==> config.mk <==
export PLATFORM = sky130hd
export DESIGN_NAME = dc_router_param
export DESIGN_NICKNAME = d
export VERILOG_FILES = /design/src/rtl/dc_router_param.sv
export SDC_FILE = /design/constraint.sdc
export NUM_CORES = 1
export LEC_CHECK = 0
export CAP_MARGIN = 20
export CORE_ASPECT_RATIO = 0.5
export CORE_MARGIN = 3
export CORE_UTILIZATION = 43
export DETAILED_ROUTE_END_ITERATION = 10
export GPL_TIMING_DRIVEN = 1
export PLACE_DENSITY = 0.81
export SYNTH_ARGS = -nofsm -noshare
export SYNTH_HDL_FRONTEND = slang
export SYNTH_SLANG_ARGS = --single-unit
export TNS_END_PERCENT = 50
==> constraint.sdc <==
create_clock -name clk -period 3.57 [get_ports clk]
set_clock_uncertainty 0.2 [all_clocks]
set_input_delay 0.714 -clock clk [delete_from_list [all_inputs] [get_ports clk]]
set_output_delay 0.714 -clock clk [all_outputs]
set_load 0.03 [all_outputs]
==> src/rtl/dc_router_param.sv <==
// Data/control router between shared RAM and NUM_CH accelerator FIFO pairs.
// Loads filesize words RAM->channel, then drains the same count channel->RAM.
module dc_router_param #(
   parameter int NUM_CH = 3,
   parameter int SEL_W  = 2,
   parameter int DW     = 32,
   parameter int AW     = 32,
   parameter int LEN_W  = 16
) (
   input  logic                 clk,
   input  logic                 reset,
   input  logic [SEL_W-1:0]     instruction,
   input  logic [AW-1:0]        offset,
   input  logic [LEN_W-1:0]     filesize,
   output logic                 acc_done,
   output logic                 sel_err,
   output logic [NUM_CH-1:0]    ch_enable,
   output logic [NUM_CH-1:0]    ch_put_req,
   output logic [DW-1:0]        ch_wdata,
   input  logic [NUM_CH-1:0]    to_full,
   output logic [NUM_CH-1:0]    ch_get_req,
   input  logic [NUM_CH*DW-1:0] ch_rdata,
   input  logic [NUM_CH-1:0]    from_empty,
   output logic                 ram_read_enable,
   output logic                 ram_write_enable,
   output logic [AW-1:0]        addr,
   input  logic [DW-1:0]        ram_rdata,
   output logic [DW-1:0]        ram_wdata
);

   localparam int CH_W = (NUM_CH > 1) ? $clog2(NUM_CH) : 1;
   localparam logic [SEL_W-1:0]  NUM_CH_S = SEL_W'(NUM_CH);
   localparam logic [NUM_CH-1:0] ONE_HOT0 = NUM_CH'(1);

   typedef enum logic [2:0] {IDLE, LD_RD, LD_PUT, DR_GET, DR_WR, DONE} state_t;

   state_t            r_state;
   logic [CH_W-1:0]   r_ch;
   logic [AW-1:0]     r_offset;
   logic [LEN_W-1:0]  r_size;
   logic [LEN_W-1:0]  r_rd_cnt;
   logic [LEN_W-1:0]  r_wr_cnt;
   logic [DW-1:0]     r_hold;
   logic              r_ld_first;

   logic              w_go;
   logic              w_valid_sel;
   logic              w_full;
   logic              w_empty;
   logic [DW-1:0]     w_rdata;
   logic [NUM_CH-1:0] w_onehot;
   logic              w_rd_fire;
   logic              w_put_fire;
   logic              w_get_fire;
   logic              w_wr_fire;
   logic [DW-1:0]     w_put_data;
   logic [LEN_W-1:0]  w_rd_next;
   logic [LEN_W-1:0]  w_wr_next;

   assign w_go        = (instruction != '0);
   assign w_valid_sel = w_go && (instruction <= NUM_CH_S);
   assign w_onehot    = ONE_HOT0 << r_ch;
   assign w_rd_next   = r_rd_cnt + LEN_W'(1);
   assign w_wr_next   = r_wr_cnt + LEN_W'(1);

   // Select the latched channel's status and result data
   always_comb begin
      w_full  = 1'b0;
      w_empty = 1'b0;
      w_rdata = '0;
      for (int c = 0; c < NUM_CH; c++) begin
         w_full  = (r_ch == CH_W'(c)) ? to_full[c]          : w_full;
         w_empty = (r_ch == CH_W'(c)) ? from_empty[c]       : w_empty;
         w_rdata = (r_ch == CH_W'(c)) ? ch_rdata[c*DW +: DW] : w_rdata;
      end
   end

   // RAM data is only valid in the first LD_PUT cycle; afterwards the hold copy is used
   assign w_put_data = r_ld_first ? ram_rdata : r_hold;

   // Strobes are suppressed in an abort cycle (instruction==0)
   assign w_rd_fire  = (r_state == LD_RD)  && w_go && !w_full;
   assign w_put_fire = (r_state == LD_PUT) && w_go && !w_full;
   assign w_get_fire = (r_state == DR_GET) && w_go && !w_empty;
   assign w_wr_fire  = (r_state == DR_WR)  && w_go;

   assign ch_enable        = (r_state != IDLE) ? w_onehot : '0;
   assign acc_done         = (r_state == DONE);
   assign sel_err          = (r_state == IDLE) && (instruction > NUM_CH_S);
   assign ch_put_req       = w_put_fire ? w_onehot : '0;
   assign ch_get_req       = w_get_fire ? w_onehot : '0;
   assign ch_wdata         = (r_state == LD_PUT) ? w_put_data : '0;
   assign ram_read_enable  = w_rd_fire;
   assign ram_write_enable = w_wr_fire;
   assign ram_wdata        = w_wr_fire ? w_rdata : '0;
   assign addr             = w_rd_fire ? (r_offset + AW'(r_rd_cnt)) :
                             w_wr_fire ? (r_offset + AW'(r_wr_cnt)) : '0;

   // Job sequencer and latched job parameters
   always_ff @(posedge clk or negedge reset) begin
      if (!reset) begin
         r_state    <= IDLE;
         r_ch       <= '0;
         r_offset   <= '0;
         r_size     <= '0;
         r_rd_cnt   <= '0;
         r_wr_cnt   <= '0;
         r_hold     <= '0;
         r_ld_first <= 1'b0;
      end else begin
         case (r_state)
            IDLE: begin
               if (w_valid_sel) begin
                  r_ch     <= CH_W'(instruction - SEL_W'(1));
                  r_offset <= offset;
                  r_size   <= filesize;
                  r_rd_cnt <= '0;
                  r_wr_cnt <= '0;
                  r_state  <= (filesize == '0) ? DONE : LD_RD;
               end else begin
                  r_state <= IDLE;
               end
            end
            LD_RD: begin
               if (!w_go) begin
                  r_state <= IDLE;
               end else if (!w_full) begin
                  r_state    <= LD_PUT;
                  r_ld_first <= 1'b1;
               end else begin
                  r_state <= LD_RD;
               end
            end
            LD_PUT: begin
               r_ld_first <= 1'b0;
               if (!w_go) begin
                  r_state <= IDLE;
               end else begin
                  if (r_ld_first) begin
                     r_hold <= ram_rdata;
                  end else begin
                     r_hold <= r_hold;
                  end
                  if (!w_full) begin
                     r_rd_cnt <= w_rd_next;
                     r_state  <= (w_rd_next == r_size) ? DR_GET : LD_RD;
                  end else begin
                     r_state <= LD_PUT;
                  end
               end
            end
            DR_GET: begin
               if (!w_go) begin
                  r_state <= IDLE;
               end else if (!w_empty) begin
                  r_state <= DR_WR;
               end else begin
                  r_state <= DR_GET;
               end
            end
            DR_WR: begin
               if (!w_go) begin
                  r_state <= IDLE;
               end else begin
                  r_wr_cnt <= w_wr_next;
                  r_state  <= (w_wr_next == r_size) ? DONE : DR_GET;
               end
            end
            DONE: begin
               if (!w_go) begin
                  r_state <= IDLE;
               end else begin
                  r_state <= DONE;
               end
            end
            default: r_state <= IDLE;
         endcase
      end
   end

endmodule

* Word-level counts from Yosys, hierarchy flattened
Cells that the tools add are included.
Cells by class: $mul 0, order comparisons 2, bitwise operators 0, multiplexer cells 39, reductions and logical operators 24, div/mod/pow operators 0, equal/unequal tests 15, $add $sub $neg 5, shift operators 1
Operators with widths (number):
- $mux 32 | 8
- $add 32x16->32 | 2
- $mux 16 | 4
- $pmux 16 s2 | 2
- $add 16x1->16 const B | 2
- $eq 16x16->1 | 2
- $mux 3 | 10
- $pmux 3 s6 | 1
- $logic_not 16->1 | 1
- $ne 2x2->1 const B | 6
- $mux 2 | 5
- $logic_and 1x1->1 | 9
- $mux 1 | 8
- $reduce_bool 2->1 | 4
- $eq 3x2->1 const B | 2
- $eq 3x3->1 const B | 2
- $reduce_and 3->1 | 2
- $reduce_and 2->1 | 2
- $reduce_and 4->1 | 1
- $eq 3x1->1 const B | 1
- $logic_not 3->1 | 1
- $reduce_bool 3->1 | 1
- $shl 1x2->3 const A | 1
- $eq 2x1->1 const B | 1
- other kinds (7) | 8
Word-level totals: output and inout port bits 109, latch bits 0, ROM bits 0, RAM bits 0, memories kept 0, register bits 118

* Depth between registers and ports, before layout
Gate-level depths: netlist of the first run.
depth in word-level cells 7, mapped depth 11

* Worst setup path after synthesis of the first run
No wires, ideal clock.
path kind input -> output, start point in instruction[0], end point out addr[23], stages 10, slack -0.788 ns, data arrival time 3.444 ns, cell sequence inv_1 > ha_1 > or2_1 > clkbuf_1 > or4b_1 > buf_6 > inv_4 > o21ai_0 > o21a_1 > o41ai_1
Between the ends: cells in the longest elaborated chain, start to end 4, elaborated cells on any way between the ends 6, classes of those cells mux (2); reduce/logical (4)
Ends and longest elaborated chain:
- start: declaration | line 12 | input logic [SEL_W-1:0] instruction,
- $reduce_bool 2->1 | line 60 | assign w_go = (instruction != '0);
- $logic_and 1x1->1 (2 in series) | line 82 | assign w_rd_fire = (r_state == LD_RD) && w_go && !w_full;
- via ram_read_enable | line 24 | output logic ram_read_enable,
- $mux 32 | line 96 | assign addr = w_rd_fire ? (r_offset + AW'(r_rd_cnt)) :
- end: declaration | line 26 | output logic [AW-1:0] addr,
The timed path passes the listed nets, and every way through them passes these cells.

* Final worst setup path of the first run
start point reg r_offset[0], end point out addr[24]
Between the ends: cells in the longest elaborated chain, start to end 3, elaborated cells on any way between the ends 4, classes of those cells add/sub (2); mux (2)
Ends and longest elaborated chain:
- start: declaration | line 39 | logic [AW-1:0] r_offset;
- start signal: assignment | line 115 | r_offset <= offset;
- $add 32x16->32 | line 97 | w_wr_fire ? (r_offset + AW'(r_wr_cnt)) : '0;
- $mux 32 | line 97
- $mux 32 * | line 96
Mark *: on every way between the ends. The rest lies on a longest branch, timed or not.

==> results.md, run 1 <==
Die:
- The area of the core is 20,900 sq um.
- Row generation in the floorplan step produced 37 rows.
- The die outline area is 23,600 sq um.
- The width of the chip is 214 um.
- The initial cell density of the core is 44.6%.
- In this run the vertical extent of the chip is 110 um.
- The I/O pin total is 295.

Power:
- The share of total power in sequential cells is 23.8%.
- The proportion of total power due to net switching is 45.0%.
- In this run, the combinational gates consume 58.5% of the power.
- The worst supply voltage drop on vdd is about 0.39 mV.
- The internal power contribution is 5.90 mW.
- The power per unit of standard cell area is ~700 nW/um^2.
- The switching power of the nets is about 4.8 mW.
- The reported leakage power is 6.59 nW.
- The proportion of power drawn by the clock network is roughly 18%.

STA:
- The summed negative setup slack over all endpoints is -9.45 ns.
- In the post-route analysis, the smallest setup slack over all paths is -0.590 ns.
- The worst hold margin is 0.115 ns.
- The count of final hold-check violations is 0.
- The headroom to the max-slew limit is 46.4%.
- The transition at the pin with the smallest max-transition slack is between 0.7 and 0.8 ns.
- The final number of max-transition violations is 0.
- Setup repair after global routing could not meet its margin everywhere.
- The number of failing setup endpoints in the final timing report is 29.
- After layout, the worst path uses 117% of the clock period.
- The maximum clock frequency is about 240 MHz.
- Counting I/O delays and the setup requirement, the final critical path takes 4.16 ns.

Clocking:
- The worst-skew pair later-pin latency is 0.43 ns.
- The clock sink count is 118.
- TritonCTS built the clock tree.
- The number of H-tree levels is 4.
- The number of buffers created by CTS is 17.
- The clock passes through at most 2 buffers.
- The post-CTS clock slew at the launch and capture registers of the worst setup and hold paths is 0.06 ns.
- The tree is rooted in a sky130_fd_sc_hd__clkbuf_16.

Synthesis:
- Averaged over all synthesized cells, the footprint is 8.04 sq um.
- Synthesis instantiated 72 different standard cells from the library.
- The synthesized instance count is 1,160.
- During synthesis, Yosys emitted a total of 0 warnings.
- The net count of the mapped netlist is around 1,400.
- Synthesis inferred 118 register bits.
- Of all flip-flops after synthesis, the portion carrying an async set or reset was 100%.
- Among all cell types in the netlist, the one instantiated most often is sky130_fd_sc_hd__nand2_1.
- The synthesized design spends more area on one cell type than any other, namely sky130_fd_sc_hd__dfrtp_1.
- The dominant synthesized flop cell is sky130_fd_sc_hd__dfrtp_1.
- The total standard cell area after synthesis is 9330 sq um.
- The number of enable-type register cells in the synthesized netlist is 0.
- Sequential cells were found to cover 31.7% of the synthesized design area.
- The commonest cells after synthesis are sky130_fd_sc_hd__nand2_1, sky130_fd_sc_hd__nor2_1, sky130_fd_sc_hd__dfrtp_1.
- The share of synthesized area in the top cell type comes to 31.7%.
- After synthesis, the cell types taking the most area are sky130_fd_sc_hd__dfrtp_1, sky130_fd_sc_hd__mux2i_1, sky130_fd_sc_hd__nand2_1, sky130_fd_sc_hd__nor2_1, sky130_fd_sc_hd__ha_1.

Placed design:
- The HPWL after detailed placement is 26,500 um.
- The worst setup timing slack at the placement stage is -0.731 ns.
- During placement, the flow inserted port buffers numbering around 300.
- At the end of routability-driven placement, the weighted congestion stood at 0.983.

Worst setup path:
- Data on the critical path arrives at its endpoint at 3.25 ns.
- STA puts the critical path data required time at approximately 2.7 ns.
- Of all nets on the critical path, the largest fanout is 3.
- The worst setup path is captured at an output port.
- The startpoint identified for the worst register-to-register timing path is r_rd_cnt[0].
- The start point of the critical path is r_offset[0].
- The path type of the worst setup path is flip-flop to output port.
- The kind of start point of the critical path is a flip-flop.

Detailed routing:
- The first detailed-routing pass ran for 5 iterations.
- The detailed-route DRC error count is 0.
- The residual antenna-violating net count after detailed routing is 0.
- Detailed routing inserted a total of roughly 11,000 vias.
- For this block, the routed nets add up to ~39,000 um of wire.
- The final routed wire length divided by cell count is 20.7 um.
- Dividing the detail-routed via count by the number of cells gives slightly below 6.
- The violation count after the first detailed-route iteration is approximately 930.

Cells and area:
- The layout net count is 1,787.
- The number of diodes is 0.
- In the final layout, the share of cells above drive strength 1 is roughly 28%.
- The post-route core utilization is 74.1%.
- Relative to the synthesized area, the layout overhead comes to 66.2%.

Flow run:
- Max-cap violations in this run came to 0.

GRT:
- The initial antenna violation count is 1.
- After global routing the overflow that remains totals 0.
- The global-route total usage across every layer is 30.0%.
- The via count of the first global-routing pass was around 10,000.
- The first global-routing pass estimated 56,700 um of wire.
- The maximum number of pins on one net before global-route repair is 50.

Outcome:
- The flow ran to the end, but the final reports show violations.
- The checks that failed: negative setup slack.

Hold path:
- In this run the worst hold path is classified as primary input to async pin.
-- metrics by stage --
| step | total power, mW | area, sq um | std cells |
|---|---|---|---|
| after floorplan | 5.64 | 9560 | 1160 |
| after global placement | 7.61 | 13500 | 1796 |
| after detailed placement | 7.77 | 13500 | 1796 |
| after CTS | 10.3 | 15100 | 1857 |
| after global routing | 11.3 | 15500 | 1869 |
| final | 10.7 | 15500 | 1869 |
-- critical path, cell delays in order (launching register included) --
cell	delay, ns
sky130_fd_sc_hd__dfrtp_2	0.44
sky130_fd_sc_hd__ha_4	0.17
sky130_fd_sc_hd__inv_2	0.04
sky130_fd_sc_hd__fa_2	0.38
sky130_fd_sc_hd__nor2b_4	0.16
sky130_fd_sc_hd__o31ai_4	0.09
sky130_fd_sc_hd__a211oi_4	0.31
sky130_fd_sc_hd__o211a_1	0.29
sky130_fd_sc_hd__a211o_1	0.19
sky130_fd_sc_hd__buf_6	0.12
sky130_fd_sc_hd__mux2i_1	0.09
sky130_fd_sc_hd__or3_4	0.39
sky130_fd_sc_hd__buf_6	0.15
-- final cells by class --
cell class	count	area, sq um
flip-flops and latches	118	2970
repair buffers	453	4350
fillers	1438	5420
clock buffers	18	439
well taps	292	365
multi-input cells	952	7080
clock inverters	14	199
inverters	22	108
-- placed cells by master (no fill, tap or decap), drive strengths merged, types with 9 or more instances in the layout --
cell type,n
nor2,140
o22ai,14
xnor2,36
mux2,35
a21oi,65
inv,24
or3,10
nor3,21
xor2,28
nand3,29
nand2b,14
o21ai,75
clkdlybuf4s50,215
ha,35
o31ai,22
and3,12
nor2b,9
nor4,11
a211oi,9
nand2,201
dfrtp,118
buf,235
mux2i,78
clkbuf,18
-- path summary, 6_finish.rpt --
kind | endpoint | slack [ns] | cells after the start
setup / recovery | addr[24] | -0.59 | 12
hold / removal | r_size[4] | 0.11 | 1
setup reg to reg | r_state[1] | 0.44 | 9
hold reg to reg | r_hold[23] | 0.31 | 1
max in group asynchronous | r_ld_first | 2.13 | 2
min in group clk | r_hold[23] | 0.31 | 1
-- power groups by stage --
stage	registers [mW]	logic (mW)	clock network [mW]
after floorplan	2.21	3.43	0
after global placement	2.42	5.19	0
after detailed placement	2.44	5.33	0
after CTS	2.48	5.93	1.90
after global routing	2.59	6.70	1.97
final	2.56	6.27	1.90
-- sequential cells by signal, summed over array words and instances (netlist names) --
register / cells
r_state: 3
r_offset: 32
r_ld_first: 1
r_hold: 32
r_wr_cnt: 16
r_ch: 2
r_rd_cnt: 16
r_size: 16
-- layer usage --
metal	wire length, um	up-vias	track usage, %
li1	-	4934	-
met1	15900	5315	39.3
met2	18200	611	48.4
met3	3350	131	8.05
met4	1310	2	11.0
met5	9	-	0
-- logic make-up (layout without fill, tap and decap cells) --
family	count (synthesis)	count (layout)	share of synthesized area (%)
adder cells (fa/ha/maj)	37	37	5.12
XOR/XNOR	64	64	6.01
buffers and inverters	90	507	3.97
other	1	1	0.0402
AND/OR/NAND/NOR	475	475	22.6
AO/OA/AOI/OAI	262	262	18.0
multiplexers	113	113	12.6
flip-flops	118	118	31.7
-- what timing repair did --
item                                    4_1_cts  5_1_grt
gates resized for setup                     160       49
buffers inserted                             30       13
endpoints found under the setup margin       65       30
pin swaps                                    56       30
hold buffers                                  0        0
cloned                                        1        0
Power figures use the tool's default switching activity.
==> inputs of run 2 (changes only) <==
--- a/config.mk
+++ b/config.mk
@@ -12,6 +12,7 @@
 export DETAILED_ROUTE_END_ITERATION = 10
 export GPL_TIMING_DRIVEN = 1
 export PLACE_DENSITY = 0.81
+export SKIP_LAST_GASP = 1
 export SYNTH_ARGS = -nofsm -noshare
 export SYNTH_HDL_FRONTEND = slang
 export SYNTH_SLANG_ARGS = --single-unit
==> results.md, run 2 (synthesized netlist as in run 1, its figures left out) <==
Clocking:
- The H-tree was split into 4 levels.
- The CTS tree is yes.
- At the later pin of the worst-skew pair, clock insertion delay measures 0.43 ns.
- After clock tree synthesis, the clock-pin slew on the worst setup and hold paths is roughly 0.060 ns.
- For this design, the sink count on the clock tree is approximately 120.
- The number of clock buffers added by TritonCTS is 17.
- The buffer cell driving the clock tree root is sky130_fd_sc_hd__clkbuf_16.
- The clock passes through at most 2 buffers.

Worst setup path:
- By startpoint and endpoint, the worst setup path is classified as flip-flop to output port.
- The setup slack on the worst flop-to-flop path is 0.51 ns.
- In this run the critical register-to-register path is captured at r_state[1].
- The worst endpoint data arrival time is about 3.2 ns.
- STA puts the critical path data required time at 2.66 ns.
- The capturing instance or port of the critical path is addr[27].
- The critical path goes through ha_4, buf_6, o211ai_1, o211ai_1, nand3b_1, a31oi_4, buf_6, o21ai_4, o21a_4, buf_12, o41ai_4, buf_4.
- Along the worst path, the maximum fanout reaches 5.
- In this run the critical register-to-register path is launched from r_rd_cnt[0].
- Tracing the worst setup path back leads to its startpoint at r_offset[4].
- STA classifies the critical path startpoint as a flip-flop.
- In this design, the stage delay of the slowest critical-path cell is 0.46 ns.
- The slowest stage of the critical path belongs to the cell sky130_fd_sc_hd__dfrtp_2.
- STA classifies the critical path endpoint as an output port.
- The depth of the worst register-to-register path is 9.

Die:
- The placement row count is 37.
- The die covers 23,600 sq um.
- From left edge to right edge, the die measures roughly 210 um.
- The initial cell density of the core is 44.6%.
- The I/O pin total is 295.
- In this run the standard cell core region covers ~21,000 sq um.
- In this run the vertical extent of the chip is ~110 um.

Cells and area:
- The largest registers in the layout are r_hold x32, r_offset x32.
- Cells with a size suffix above 1 make up 27.7% of the layout.
- The footprint of the flip-flops and latches is 2970 sq um.
- The layout net count is ~1,800.
- 0 antenna diodes ended up in the layout.
- The filler cells instantiated in the layout total 1,450.
- The most common cell after layout, fill and taps aside is sky130_fd_sc_hd__clkdlybuf4s50_1.
- The library cells used most frequently in the layout, excluding fill and tap cells, are sky130_fd_sc_hd__clkdlybuf4s50_1, sky130_fd_sc_hd__nand2_1, sky130_fd_sc_hd__buf_4.
- The post-route core utilization is 73.8%.
- Relative to the synthesized area, the layout overhead comes to 65.5%.
- The total area of multi-input combinational cells is approximately 7000 sq um.

Outcome:
- The run finished, with violations left.
- The final reports fail on negative setup slack.

Power:
- Power spread over the standard cell area amounts to 689 nW/um^2.
- In this run the static leakage power is 6.59 nW.
- The total power of the final layout is 10.6 mW.
- The worst supply voltage drop on vdd is 0.389 mV.

Placed design:
- The placed wire-length estimate is 26,500 um.
- Routability-driven placement finished with a final weighted congestion of 0.983.
- The number of buffers inserted by port buffering is 293.

STA:
- Setup repair after global routing could not meet its margin everywhere.
- For the pin with the worst max-slew slack, the measured transition is 0.779 ns.
- The number of failing setup endpoints in the final timing report is 28.
- The final number of max-transition violations came to 0.
- In this run the tightest slew margin relative to its limit is 47.5%.
- The final critical delay including setup and external delays is 4.12 ns.
- Dividing the final minimum period by the clock period gives 115%.
- The count of final hold-check violations is 0.
- Setup slack on the critical path of the routed design comes to -0.549 ns.
- The maximum clock frequency is 243 MHz.

Detailed routing:
- The violation count after the first detailed-route iteration is 933.
- Dividing the detail-routed wire length by the instance count gives around 20 um.
- The first detailed-routing pass took 7 iterations.
- For this run, design rule violations remaining after detail routing come to 0.
- The detailed-route wire length is 37,900 um.
- The residual antenna-violating net count after detailed routing is 0.
- Using the TritonRoute via totals, the vias-per-cell ratio works out to 5.80.
- The via count is 10,800.

GRT:
- Summed over all layers, the global routing overflow is 0.
- The maximum number of pins on one net before global-route repair is 50.
- The first global-routing pass estimated 56,600 um of wire.
- The initial antenna violation count is 1.
- The via count of the first global-routing pass is 10,500.
- The global-route total usage across every layer is about 30%.

Hold path:
- The worst hold path class is primary input to async pin.

Flow run:
- Across the run, the number of max-cap violations was 0.
## run 2: cell types whose count changed in the layout (fill, tap and decap cells not counted), moves of 2 or more
cell	change
sky130_fd_sc_hd__buf_4	+10
sky130_fd_sc_hd__buf_6	-7
sky130_fd_sc_hd__o22ai_2	+2
sky130_fd_sc_hd__a21oi_2	-3
sky130_fd_sc_hd__a21oi_1	+3
sky130_fd_sc_hd__o22ai_4	-2
## run 2: final cells by class
type | count | share of cell area, %
inverters | 22 | 0.697
clock buffers | 18 | 2.84
multi-input cells | 952 | 45.5
repair buffers | 456 | 28.1
clock inverters | 14 | 1.29
flip-flops and latches | 118 | 19.2
well taps | 292 | 2.37
## run 2: per-layer routing
layer / vias up / share of wire, % / GRT usage [%]
met3: 109 / 8.6 / 7.67
met5: - / 0.024 / 0
met2: 522 / 47 / 49.1
li1: 4939 / - / -
met1: 5277 / 41 / 39.1
met4: 2 / 3.0 / 11.1
## run 2: worst min path at each step
stage               startpoint          end  slack, ns  cells past startpoint
floorplan                reset      r_ch[0]       0.22                      0
global placement    r_hold[25]   r_hold[25]       0.29                      1
detailed placement   r_hold[9]    r_hold[9]       0.29                      1
CTS                      reset  r_offset[0]       0.13                      1
global route             reset  r_offset[0]       0.15                      1
finish                   reset  r_offset[0]       0.11                      1
## run 2: worst max-delay path: cells and delay by family (launching register included)
kind                       cells  cell delay (ns)
AOI/OAI and AO/OA              6             1.14
adders and majority gates      1             0.29
and+or+nand+nor                1             0.26
buffers and inverters          4             0.61
DFF                            1             0.46
## run 2: what timing repair did
action | CTS | global route
pin swaps | 55 | 21
gates cloned | 1 | 0
hold buffers | 0 | 0
setup buffers | 30 | 16
gates resized for setup | 156 | 34
setup endpoints to repair | 65 | 30
## run 2: stage by stage
step | cells | cell area [sq um] | setup slack (ns) | hold WS, ns | setup TNS, ns
detailed placement | 1796 | 13500 | -0.731 | 0.293 | -22.73
global placement | 1796 | 13500 | -0.700 | 0.286 | -21.30
finish | 1872 | 15400 | -0.549 | 0.106 | -9.34
floorplan | 1160 | 9560 | -0.147 | 0.218 | -1.25
CTS | 1857 | 15100 | -0.431 | 0.128 | -6.66
global route | 1872 | 15400 | -0.617 | 0.155 | -11.59
## run 2: power by group
group / leakage (nW) / internal (mW) / switching (mW)
Combinational: 4.80 / 2.84 / 3.35
Sequential: 1.49 / 1.84 / 0.714
Clock: 0.300 / 1.19 / 0.705
Total: 6.59 / 5.88 / 4.76
